## config.mk

```make
export PLATFORM = sky130hd
export DESIGN_NAME = pc_sequencer_flat
export DESIGN_NICKNAME = d
export VERILOG_FILES = /design/src/rtl/pc_sequencer_pkg.sv /design/src/rtl/pc_sequencer_if.sv /design/src/rtl/pc_sequencer_ret_stack.sv /design/src/rtl/pc_sequencer.sv /design/src/flat_wrapper.sv
export SDC_FILE = /design/constraint.sdc
export NUM_CORES = 1
export LEC_CHECK = 0
export BUFFER_PORTS_ARGS = -buffer_cell sky130_fd_sc_hd__buf_2
export CAP_MARGIN = 25
export CORE_UTILIZATION = 55
export CTS_CLUSTER_SIZE = 8
export DETAILED_ROUTE_END_ITERATION = 16
export PLACE_DENSITY_LB_ADDON = 0.12
export SKIP_CTS_REPAIR_TIMING = 1
export SLEW_MARGIN = 5
export SYNTH_ARGS = -nofsm -noshare
export SYNTH_HDL_FRONTEND = slang
export SYNTH_HIERARCHICAL = 1
export SYNTH_SLANG_ARGS = --single-unit
```

## constraint.sdc

```tcl
create_clock -name clk -period 3.66 [get_ports clk]
set_clock_uncertainty 0.1 [all_clocks]
set_input_delay 0.732 -clock clk [delete_from_list [all_inputs] [get_ports clk]]
set_output_delay 0.732 -clock clk [all_outputs]
set_load 0.03 [all_outputs]
```

## src/rtl/pc_sequencer_pkg.sv

```systemverilog
// Shared encodings for the pc sequencer: FSM states, branch kinds, condition codes.
// Also provides cond_true(), the NZCV condition evaluator reused by the execute stage.
// Pure declarations; no logic or timing of its own.
package pc_sequencer_pkg;

  typedef enum logic [1:0] {
    ST_IDLE = 2'b00,
    ST_RUN  = 2'b01,
    ST_HALT = 2'b10
  } seq_state_t;

  typedef enum logic [1:0] {
    BR_JMP  = 2'b00,
    BR_JREL = 2'b01,
    BR_CALL = 2'b10,
    BR_RET  = 2'b11
  } br_kind_t;

  localparam logic [3:0] CC_EQ = 4'd0;
  localparam logic [3:0] CC_NE = 4'd1;
  localparam logic [3:0] CC_CS = 4'd2;
  localparam logic [3:0] CC_CC = 4'd3;
  localparam logic [3:0] CC_MI = 4'd4;
  localparam logic [3:0] CC_PL = 4'd5;
  localparam logic [3:0] CC_VS = 4'd6;
  localparam logic [3:0] CC_VC = 4'd7;
  localparam logic [3:0] CC_HI = 4'd8;
  localparam logic [3:0] CC_LS = 4'd9;
  localparam logic [3:0] CC_GE = 4'd10;
  localparam logic [3:0] CC_LT = 4'd11;
  localparam logic [3:0] CC_GT = 4'd12;
  localparam logic [3:0] CC_LE = 4'd13;
  localparam logic [3:0] CC_AL = 4'd14;
  localparam logic [3:0] CC_NV = 4'd15;

  // flags are packed {N,Z,C,V}
  function automatic logic cond_true(input logic [3:0] cond, input logic [3:0] flags);
    logic n, z, c, v, r;
    n = flags[3];
    z = flags[2];
    c = flags[1];
    v = flags[0];
    case (cond)
      CC_EQ:   r = z;
      CC_NE:   r = !z;
      CC_CS:   r = c;
      CC_CC:   r = !c;
      CC_MI:   r = n;
      CC_PL:   r = !n;
      CC_VS:   r = v;
      CC_VC:   r = !v;
      CC_HI:   r = c && !z;
      CC_LS:   r = !c || z;
      CC_GE:   r = (n == v);
      CC_LT:   r = (n != v);
      CC_GT:   r = !z && (n == v);
      CC_LE:   r = z || (n != v);
      CC_AL:   r = 1'b1;
      default: r = 1'b0;
    endcase
    return r;
  endfunction

endpackage

```

## src/rtl/pc_sequencer_if.sv

```systemverilog
// Bundle between decode/execute, the pc sequencer and instruction fetch.
// master = decode/execute side driving requests; slave = the sequencer.
// No flow control: requests are sampled every cycle, dropped requests are not retried.
interface pc_sequencer_if #(
  parameter int A = 16
);
  logic         en;
  logic         stall;
  logic         halt;
  logic         br_valid;
  logic [1:0]   br_kind;
  logic [3:0]   br_cond;
  logic [A-1:0] br_target;
  logic [3:0]   flags;
  logic [A-1:0] pc;
  logic         pc_valid;
  logic [1:0]   state;
  logic         stack_full;
  logic         stack_empty;
  logic         stack_err;

  modport master (
    output en, stall, halt, br_valid, br_kind, br_cond, br_target, flags,
    input  pc, pc_valid, state, stack_full, stack_empty, stack_err
  );

  modport slave (
    input  en, stall, halt, br_valid, br_kind, br_cond, br_target, flags,
    output pc, pc_valid, state, stack_full, stack_empty, stack_err
  );
endinterface

```

## src/rtl/pc_sequencer_ret_stack.sv

```systemverilog
// Return-address LIFO, DEPTH x A; dout always shows the current top entry.
// Push/pop take effect on the next edge; dout is combinational from the registered pointer.
// Push when full and pop when empty are ignored; callers never push and pop together.
module pc_sequencer_ret_stack #(
  parameter int A     = 16,
  parameter int DEPTH = 4
) (
  input  logic         clk,
  input  logic         reset,
  input  logic         push,
  input  logic         pop,
  input  logic [A-1:0] din,
  output logic [A-1:0] dout,
  output logic         full,
  output logic         empty
);
  localparam int IW = $clog2(DEPTH);
  localparam int PW = IW + 1;

  logic [PW-1:0] sp_q;
  logic [A-1:0]  mem [DEPTH];
  logic [IW-1:0] wr_idx;
  logic [IW-1:0] top_idx;

  // Low bits of the pointer address the array; the extra bit distinguishes full from empty.
  assign wr_idx  = sp_q[IW-1:0];
  assign top_idx = sp_q[IW-1:0] - IW'(1);
  assign full    = (sp_q == PW'(DEPTH));
  assign empty   = (sp_q == '0);
  assign dout    = mem[top_idx];

  // Stack pointer: count up on push, down on pop.
  always_ff @(posedge clk or negedge reset) begin
    if (!reset) begin
      sp_q <= '0;
    end else if (push && !full) begin
      sp_q <= sp_q + PW'(1);
    end else if (pop && !empty) begin
      sp_q <= sp_q - PW'(1);
    end
  end

  // Entry storage; contents are don't-care until pushed, so no reset.
  always_ff @(posedge clk) begin
    if (push && !full) begin
      mem[wr_idx] <= din;
    end
  end

endmodule

```

## src/rtl/pc_sequencer.sv

```systemverilog
// Fetch-address sequencer: sequential advance, conditional jump/relative/call/return.
// Branches take effect one edge after the request is sampled.
// stall or en=0 holds pc and drops any branch request; halt freezes until reset.
module pc_sequencer
  import pc_sequencer_pkg::*;
#(
  parameter int A         = 16,
  parameter int STEP      = 1,
  parameter int RESET_VEC = 0,
  parameter int DEPTH     = 4
) (
  input  logic            clk,
  input  logic            reset,
  pc_sequencer_if.slave   bus
);
  seq_state_t   state_q, state_d;
  br_kind_t     kind;
  logic [A-1:0] pc_q, pc_d, pc_inc, stk_dout;
  logic         stk_full, stk_empty, err_q;
  logic         advance, taken, push, pop, err_set;

  assign kind = br_kind_t'(bus.br_kind);

  // State register.
  always_ff @(posedge clk or negedge reset) begin
    if (!reset) begin
      state_q <= ST_IDLE;
    end else begin
      state_q <= state_d;
    end
  end

  // Next state: halt wins from IDLE and RUN; HALT is left only through reset.
  always_comb begin
    state_d = state_q;
    case (state_q)
      ST_IDLE: begin
        if (bus.halt)    state_d = ST_HALT;
        else if (bus.en) state_d = ST_RUN;
      end
      ST_RUN: begin
        if (bus.halt)    state_d = ST_HALT;
      end
      default: state_d = state_q;
    endcase
  end

  // FSM outputs.
  always_comb begin
    bus.pc_valid = (state_q == ST_RUN);
    bus.state    = state_q;
  end

  // Next pc and stack control. A CALL on a full stack or RET on an empty one
  // degrades to a sequential advance and flags the error.
  always_comb begin
    advance = (state_q == ST_RUN) && !bus.halt && !bus.stall && bus.en;
    taken   = advance && bus.br_valid && cond_true(bus.br_cond, bus.flags);
    push    = taken && (kind == BR_CALL) && !stk_full;
    pop     = taken && (kind == BR_RET) && !stk_empty;
    err_set = taken && (((kind == BR_CALL) && stk_full) || ((kind == BR_RET) && stk_empty));
    pc_inc  = pc_q + A'(STEP);
    pc_d    = pc_q;
    if (advance) begin
      pc_d = pc_inc;
      if (taken) begin
        case (kind)
          BR_JMP:  pc_d = bus.br_target;
          BR_JREL: pc_d = pc_q + bus.br_target;
          BR_CALL: if (!stk_full) pc_d = bus.br_target;
          BR_RET:  if (!stk_empty) pc_d = stk_dout;
          default: pc_d = pc_inc;
        endcase
      end
    end
  end

  // pc register and sticky stack error.
  always_ff @(posedge clk or negedge reset) begin
    if (!reset) begin
      pc_q  <= A'(RESET_VEC);
      err_q <= 1'b0;
    end else begin
      pc_q <= pc_d;
      if (err_set) err_q <= 1'b1;
    end
  end

  pc_sequencer_ret_stack #(
    .A     (A),
    .DEPTH (DEPTH)
  ) u_ret_stack (
    .clk   (clk),
    .reset (reset),
    .push  (push),
    .pop   (pop),
    .din   (pc_inc),
    .dout  (stk_dout),
    .full  (stk_full),
    .empty (stk_empty)
  );

  // Outward status.
  always_comb begin
    bus.pc          = pc_q;
    bus.stack_full  = stk_full;
    bus.stack_empty = stk_empty;
    bus.stack_err   = err_q;
  end

endmodule

```

## src/flat_wrapper.sv

```systemverilog
// flat-port wrapper written by rule: the top's interface ports become plain ports
module pc_sequencer_flat import pc_sequencer_pkg::*;
#(
  parameter int A         = 16,
  parameter int STEP      = 1,
  parameter int RESET_VEC = 0,
  parameter int DEPTH     = 4
)
  (clk, reset, bus_en, bus_stall, bus_halt, bus_br_valid, bus_br_kind, bus_br_cond, bus_br_target, bus_flags, bus_pc, bus_pc_valid, bus_state, bus_stack_full, bus_stack_empty, bus_stack_err);
  pc_sequencer_if #(.A(A)) bus_i ();
  input  logic clk;
  input  logic reset;
  input wire logic [$bits(bus_i.en)-1:0] bus_en;
  input wire logic [$bits(bus_i.stall)-1:0] bus_stall;
  input wire logic [$bits(bus_i.halt)-1:0] bus_halt;
  input wire logic [$bits(bus_i.br_valid)-1:0] bus_br_valid;
  input wire logic [$bits(bus_i.br_kind)-1:0] bus_br_kind;
  input wire logic [$bits(bus_i.br_cond)-1:0] bus_br_cond;
  input wire logic [$bits(bus_i.br_target)-1:0] bus_br_target;
  input wire logic [$bits(bus_i.flags)-1:0] bus_flags;
  output wire logic [$bits(bus_i.pc)-1:0] bus_pc;
  output wire logic [$bits(bus_i.pc_valid)-1:0] bus_pc_valid;
  output wire logic [$bits(bus_i.state)-1:0] bus_state;
  output wire logic [$bits(bus_i.stack_full)-1:0] bus_stack_full;
  output wire logic [$bits(bus_i.stack_empty)-1:0] bus_stack_empty;
  output wire logic [$bits(bus_i.stack_err)-1:0] bus_stack_err;
  assign bus_i.en = bus_en;
  assign bus_i.stall = bus_stall;
  assign bus_i.halt = bus_halt;
  assign bus_i.br_valid = bus_br_valid;
  assign bus_i.br_kind = bus_br_kind;
  assign bus_i.br_cond = bus_br_cond;
  assign bus_i.br_target = bus_br_target;
  assign bus_i.flags = bus_flags;
  assign bus_pc = bus_i.pc;
  assign bus_pc_valid = bus_i.pc_valid;
  assign bus_state = bus_i.state;
  assign bus_stack_full = bus_i.stack_full;
  assign bus_stack_empty = bus_i.stack_empty;
  assign bus_stack_err = bus_i.stack_err;
  pc_sequencer #(.A(A), .STEP(STEP), .RESET_VEC(RESET_VEC), .DEPTH(DEPTH)) u_core (.clk(clk), .reset(reset), .bus(bus_i));
endmodule
```

Yosys cells after proc, flatten, opt, wreduce, memory -nomap -nowiden
Memory sizes are Yosys's and may differ from the RTL's. Index checks and enable logic that the tools add are counted.

Output and inout port bits: 22. RAM bits: 64. Latch bits: 0. Memory bits (read-only): 0. Register bits after elaboration: 22. Logic and storage cells: 80. Memories: 1.

Div/mod/pow operators: 0. Add/subtract/negate cells: 5. Bitwise operators: 0. Order comparisons: 0. Multipliers: 0. Reductions and logical operators: 34. Shift operators: 0. Multiplexer cells: 13. Eq/ne operators: 23.

Memories: u_core.u_ret_stack.mem (words 4, width 16, rd ports 1, clocked after Yosys merged registers in 0, write ports 1, line pc_sequencer_ret_stack.sv:21) `logic [A-1:0] mem [DEPTH];`.

Operator list (count): case mux 16 bit (4 select lines) (1); 2-to-1 mux 16 bit (3); == test 4 bit (second input constant) (7); adder 16 x 1 -> 16 bit (second input constant) (1); adder 16 bit (1); == test 4 x 3 -> 1 bit (second input constant) (4); logical AND 1 bit (16); case mux 1 bit (15 select lines) (1); == test 4 x 2 -> 1 bit (second input constant) (2); logical NOT 1 bit (8); 2-to-1 mux 2 bit (3); 2-to-1 mux 3 bit (2); == test 2 x 1 -> 1 bit (second input constant) (2); == test 2 bit (second input constant) (2); == test 4 x 1 -> 1 bit (second input constant) (1); logical NOT 2 bit (2); logical NOT 4 bit (1); case mux 2 bit (2 select lines) (1); nonzero test 2 bit (2); adder 3 x 1 -> 3 bit (second input constant) (1); == test 3 bit (second input constant) (1); logical NOT 3 bit (1); logical OR 1 bit (3); != test 3 bit (second input constant) (1); other kinds (7) (8).

Depth between registers and ports, before layout
Depth in word-level cells: 11. Gate-level depth with buffers: 15. Depth with buffers taken out: 11.

Hierarchy
The synthesis kept the hierarchy.

By module, submodules not included: pc_sequencer (instances 1, area each 2780.2 um2, cells an instance 362, sequential area each 475.5 um2); pc_sequencer_ret_stack (instances 1, area each 2635.0 um2, cells an instance 114, sequential area each 1996.9 um2).

Worst setup path before layout
No wires, ideal clock.

Path type: input-to-reg. Start: input bus_br_cond[1]. End: memory u_core.u_ret_stack.mem[0][0] (enable). Arrival time: 3.043 ns. Cell stages on the path: 9. Setup slack: 0.129 ns. Setup time: 0.388 ns. Data required time: 3.172 ns. Cell sequence: buf_2 > o41ai_1 > a311o_1 > o31ai_2 > a21oi_4 > buf_2 > nor4b_2 > inv_1 > nor2_1.

Longest elaborated chain between the ends: 8. Elaborated cells between the ends (all ways): 22. Classes of those cells: eq/ne (14); mux (3); reduce/logical (5).

Ends and longest elaborated chain: from (decl) (line flat_wrapper.sv:18) `input wire logic [$bits(bus_i.br_cond)-1:0] bus_br_cond;`; == test 4 bit (tied with other cells) (line pc_sequencer_pkg.sv:43) `case (cond)`; case mux 1 bit (15 select lines) * (line pc_sequencer_pkg.sv:43); logical AND 1 bit * (line pc_sequencer.sv:58) `taken = advance && bus.br_valid && cond_true(bus.br_cond, bus.flags);`; logical AND 1 bit * (2 in a row) (line pc_sequencer.sv:59) `push = taken && (kind == BR_CALL) && !stk_full;`; net u_core.push (line pc_sequencer.sv:20) `logic advance, taken, push, pop, err_set;`; logical AND 1 bit * (line pc_sequencer_ret_stack.sv:45) `if (push && !full) begin`; 2-to-1 mux 1 bit * (line pc_sequencer_ret_stack.sv:45); 2-to-1 mux 1 bit (implied by the code) * (line pc_sequencer_ret_stack.sv:46) `mem[wr_idx] <= din;`; to (decl) (line pc_sequencer_ret_stack.sv:21).

The timed path passes the listed nets; every way through them passes the cells marked *.

Final worst setup path
Start: register u_core.u_ret_stack.sp_q[1]. End: register u_core.pc_q[1], in the netlist u_core/bus.pc[1].

Longest elaborated chain between the ends: 5. Elaborated cells between the ends (all ways): 8. Classes of those cells: add/sub (1); eq/ne (1); mux (4); reduce/logical (1); memory (1).

Ends and longest elaborated chain: from (decl) (line pc_sequencer_ret_stack.sv:20) `logic [PW-1:0] sp_q;`; from (signal assigned) (line pc_sequencer_ret_stack.sv:37) `sp_q <= sp_q + PW'(1);`; from (signal assigned) (line pc_sequencer_ret_stack.sv:39) `sp_q <= sp_q - PW'(1);`; subtractor 2 x 1 -> 2 bit (line pc_sequencer_ret_stack.sv:27) `assign top_idx = sp_q[IW-1:0] - IW'(1);`; memory (4 x 16 bit); 2-to-1 mux 16 bit (line pc_sequencer.sv:71) `BR_RET: if (!stk_empty) pc_d = stk_dout;`; case mux 16 bit (4 select lines) * (line pc_sequencer.sv:67) `case (kind)`; 2-to-1 mux 16 bit * (line pc_sequencer.sv:66) `if (taken) begin`; to (signal assigned) (line pc_sequencer.sv:81) `pc_q <= A'(RESET_VEC);`; to (signal assigned) (line pc_sequencer.sv:84) `pc_q <= pc_d;`; to (decl) (line pc_sequencer.sv:18) `logic [A-1:0] pc_q, pc_d, pc_inc, stk_dout;`.

Mark *: on every way between the ends. The rest lies on a longest branch, timed or not. A chain may end at the register's enable or synchronous reset.

==> flow_metrics.py <==
metrics = {
    "hold_path": {
        "worstHoldPathType": "input pin to async pin",
    },
    "place": {
        "place_hpwl_um": 9220,
        "io_buffers": 53,
        "place_inst": 643,
        "place.gp.congestion": 0.892,
    },
    "floorplan": {
        "rows": 35,
        "num_io_pins": 54,
        "initial_core_util_pct": 57.8,
        "fp.dieW_um": 101,
        "die_y_um": 101,
        "dieArea_sq_um": 10200,
        "core_sq_um": 9370,
    },
    "timing": {
        "setup_viol": 0,
        "setup_tns_ns": 0,
        "rsz0062_at_grt": "false",
        "fin_hold_ws_ns": 0.251,
        "finalCritPeriodShare_pct": 84.4,
        "tightest_slew_ns": 0.773,
        "max_freq_mhz": 324,
        "fin_crit_ns": 3.09,
        "drv_slew": 0,
        "slew_headroom_pct": 48.5,
        "hold_viol": 0,
    },
    "route": {
        "wl_um": 13000,
        "drtIter0Drc": 250,
        "ant_nets": 0,
        "viasPerCell": 6.24,
        "first_pass_iters": 7,
        "vias": 4113,
        "post_drt_wl_per_cell_um": 19.8,
        "drc": 0,
    },
    "grt": {
        "grt_first_pass_wirelength_um": 20800,
        "overflow": 0,
        "grt_usage_pct": 27.5,
        "antenna_found_initial": 0,
        "grt_pass1_vias": 3887,
        "grtUsageMet3_pct": 6.21,
        "grt.met1_usage_pct": 39.4,
        "met2_usage_pct": 42.6,
        "grt_max_degree": 35,
        "busiest_layer": "met2",
    },
    "clocking": {
        "cts_tree": "done",
        "numClockSinks": 86,
        "clockRootBuffer": "clkbuf_8",
        "cts.clk_slew.worst_paths_ns": 0.11,
        "cts-htree-levels": 3,
        "clock_latency_ns": 0.37,
        "clock_path_buffers": 2,
        "cts_buffers": 9,
    },
    "pwr": {
        "p_per_area_nw_per_um2": 314,
        "p_total_mw": 1.87,
        "ir_worst_vdd_mv": 0.219,
        "p_leak_nw": 2.28,
    },
    "cells_and_area": {
        "stdcell_count": 659,
        "nFillCells": 783,
        "n_antenna_cell": 0,
        "area_delta_synth_final_pct": 10.1,
        "drive_gt1_share_pct": 19.2,
        "final_nets": 579,
    },
    "critical_path": {
        "cp.required_ns": 3.81,
        "crit_fanout": 15,
        "cp-start-kind": "flop",
        "crit_type": "flop to flop",
        "endpoint_kind": "flop",
        "critPathArrivalTime_ns": 3.24,
    },
    "logic_synthesis": {
        "ys_warn_count": 6,
        "syn-cell-area_sq_um": 5420,
        "synthTopCellsByArea": "edfxtp_1 35%, dfrtp_1 10%, ha_1 4.6%, mux4_1 3.9%, mux4_2 3.3%",
        "syn_nets": 530,
        "yosysUniqueCellTypes": 79,
        "ys_seq_elements": 86,
        "ys_seq_area_share_pct": 45.7,
        "yosys.cell_count.top_type": "edfxtp_1",
        "synth.largest_area_cell": "edfxtp_1",
        "async_reset_ff_share_pct": 25.6,
        "synth_commonest_cells": "64 x edfxtp_1, 32 x nand2_1, 31 x nor2_1, 27 x a21oi_1, 22 x dfrtp_1",
        "synthFlopType": "edfxtp_1",
        "avgSynthCellArea_sq_um": 11.4,
        "synth_cells": 476,
        "synth.top_cell.area_share_pct": 35.5,
        "synth-edff-count": 64,
    },
    "outcome": {
        "outcome": "finished, final reports clean",
    },
    "job": {
        "max_cap_viol_count": 0,
    },
}
critical path, stage by stage (launching register included):
cell,delay [ns]
dfrtp_1,0.45
inv_1,0.09
ha_1,0.26
nand2_1,0.09
inv_1,0.26
mux2_4,0.37
and2_1,0.39
a221oi_1,0.33
inv_1,0.09
a21o_1,0.18
o211a_1,0.13
a221o_1,0.25
power by group:
part | switching, mW | internal (mW) | leakage (nW)
Combinational | 0.101 | 0.0635 | 1.38
Sequential | 0.00234 | 1.04 | 0.812
Clock | 0.399 | 0.270 | 0.0954
flip-flops by register name (all words and copies together) (netlist names):
signal / flops
u_core/bus.pc: 16
u_core/bus.stack_err: 1
u_core/bus.state: 2
u_core/u_ret_stack/mem: 64
u_core/u_ret_stack/sp_q: 3
routing by layer:
metal	up-vias	share of wire (%)
met3	15	7.9
met1	1994	45
met2	180	46
met4	0	1.1
li1	1924	-
met5	-	0
cell type report:
| cell class | count | area, sq um | share of cell area [%] |
|---|---|---|---|
| sequential | 86 | 2470 | 41.5 |
| clock buffer | 9 | 124 | 2.08 |
| multi-input combinational | 344 | 2710 | 45.4 |
| timing repair buffer | 63 | 340 | 5.71 |
| clock inverter | 7 | 78.8 | 1.32 |
| tap | 129 | 161 | 2.71 |
| inverter | 21 | 78.8 | 1.32 |
per-stage QoR:
stage	util (%)	instance area (sq um)	setup WS, ns
5_1_grt	63.6	5960	0.346
6_report	63.6	5960	0.569
2_1_floorplan	-	5420	0.129
3_3_place_gp	61.5	5760	0.324
4_1_cts	63.6	5960	0.609
3_5_place_dp	61.5	5760	0.258
placed cells by master, fill, tap and decap left out, drive strengths merged, types with 3 or more instances in the layout:
cell     count
mux2i        5
a221oi       4
o31ai        6
nand4        5
nor2        32
buf         63
o21a         4
nand2       32
xor2        17
ha          20
mux4        16
o2bb2ai      5
a31oi       13
or2          3
nor4         4
nor4bb       3
nand2b      13
dfrtp       22
nor3        10
nand3       11
and2         8
nor2b        7
xnor2       16
a221o        8
a22o         4
o211a        3
a21o         5
edfxtp      64
o21ai       15
a22oi        3
clkbuf       9
inv         24
a21oi       29
o211ai       4
cells by family after synthesis:
| group | share of synthesized area, % |
|---|---|
| buffers and inverters | 4.32 |
| and+or+nand+nor | 13.8 |
| xor gates and xnor gates | 5.34 |
| DFF | 45.7 |
| muxes | 8.62 |
| adders and majority gates | 5.36 |
| AOI/OAI and AO/OA | 16.9 |
final timing paths:
path / startpoint / end / slack (ns) / cells past startpoint
max: u_core/u_ret_stack/sp_q[1] / u_core/bus.pc[1] / 0.57 / 11
min: reset / u_core/bus.stack_err / 0.25 / 1
max reg2reg: u_core/u_ret_stack/sp_q[1] / u_core/bus.pc[1] / 0.57 / 11
min reg2reg: u_core/bus.stack_err / u_core/bus.stack_err / 0.38 / 1
max in group asynchronous: reset / u_core/bus.pc[3] / 2.80 / 1
min in group clk: u_core/bus.stack_err / u_core/bus.stack_err / 0.38 / 1
Power figures use the tool's default switching activity.
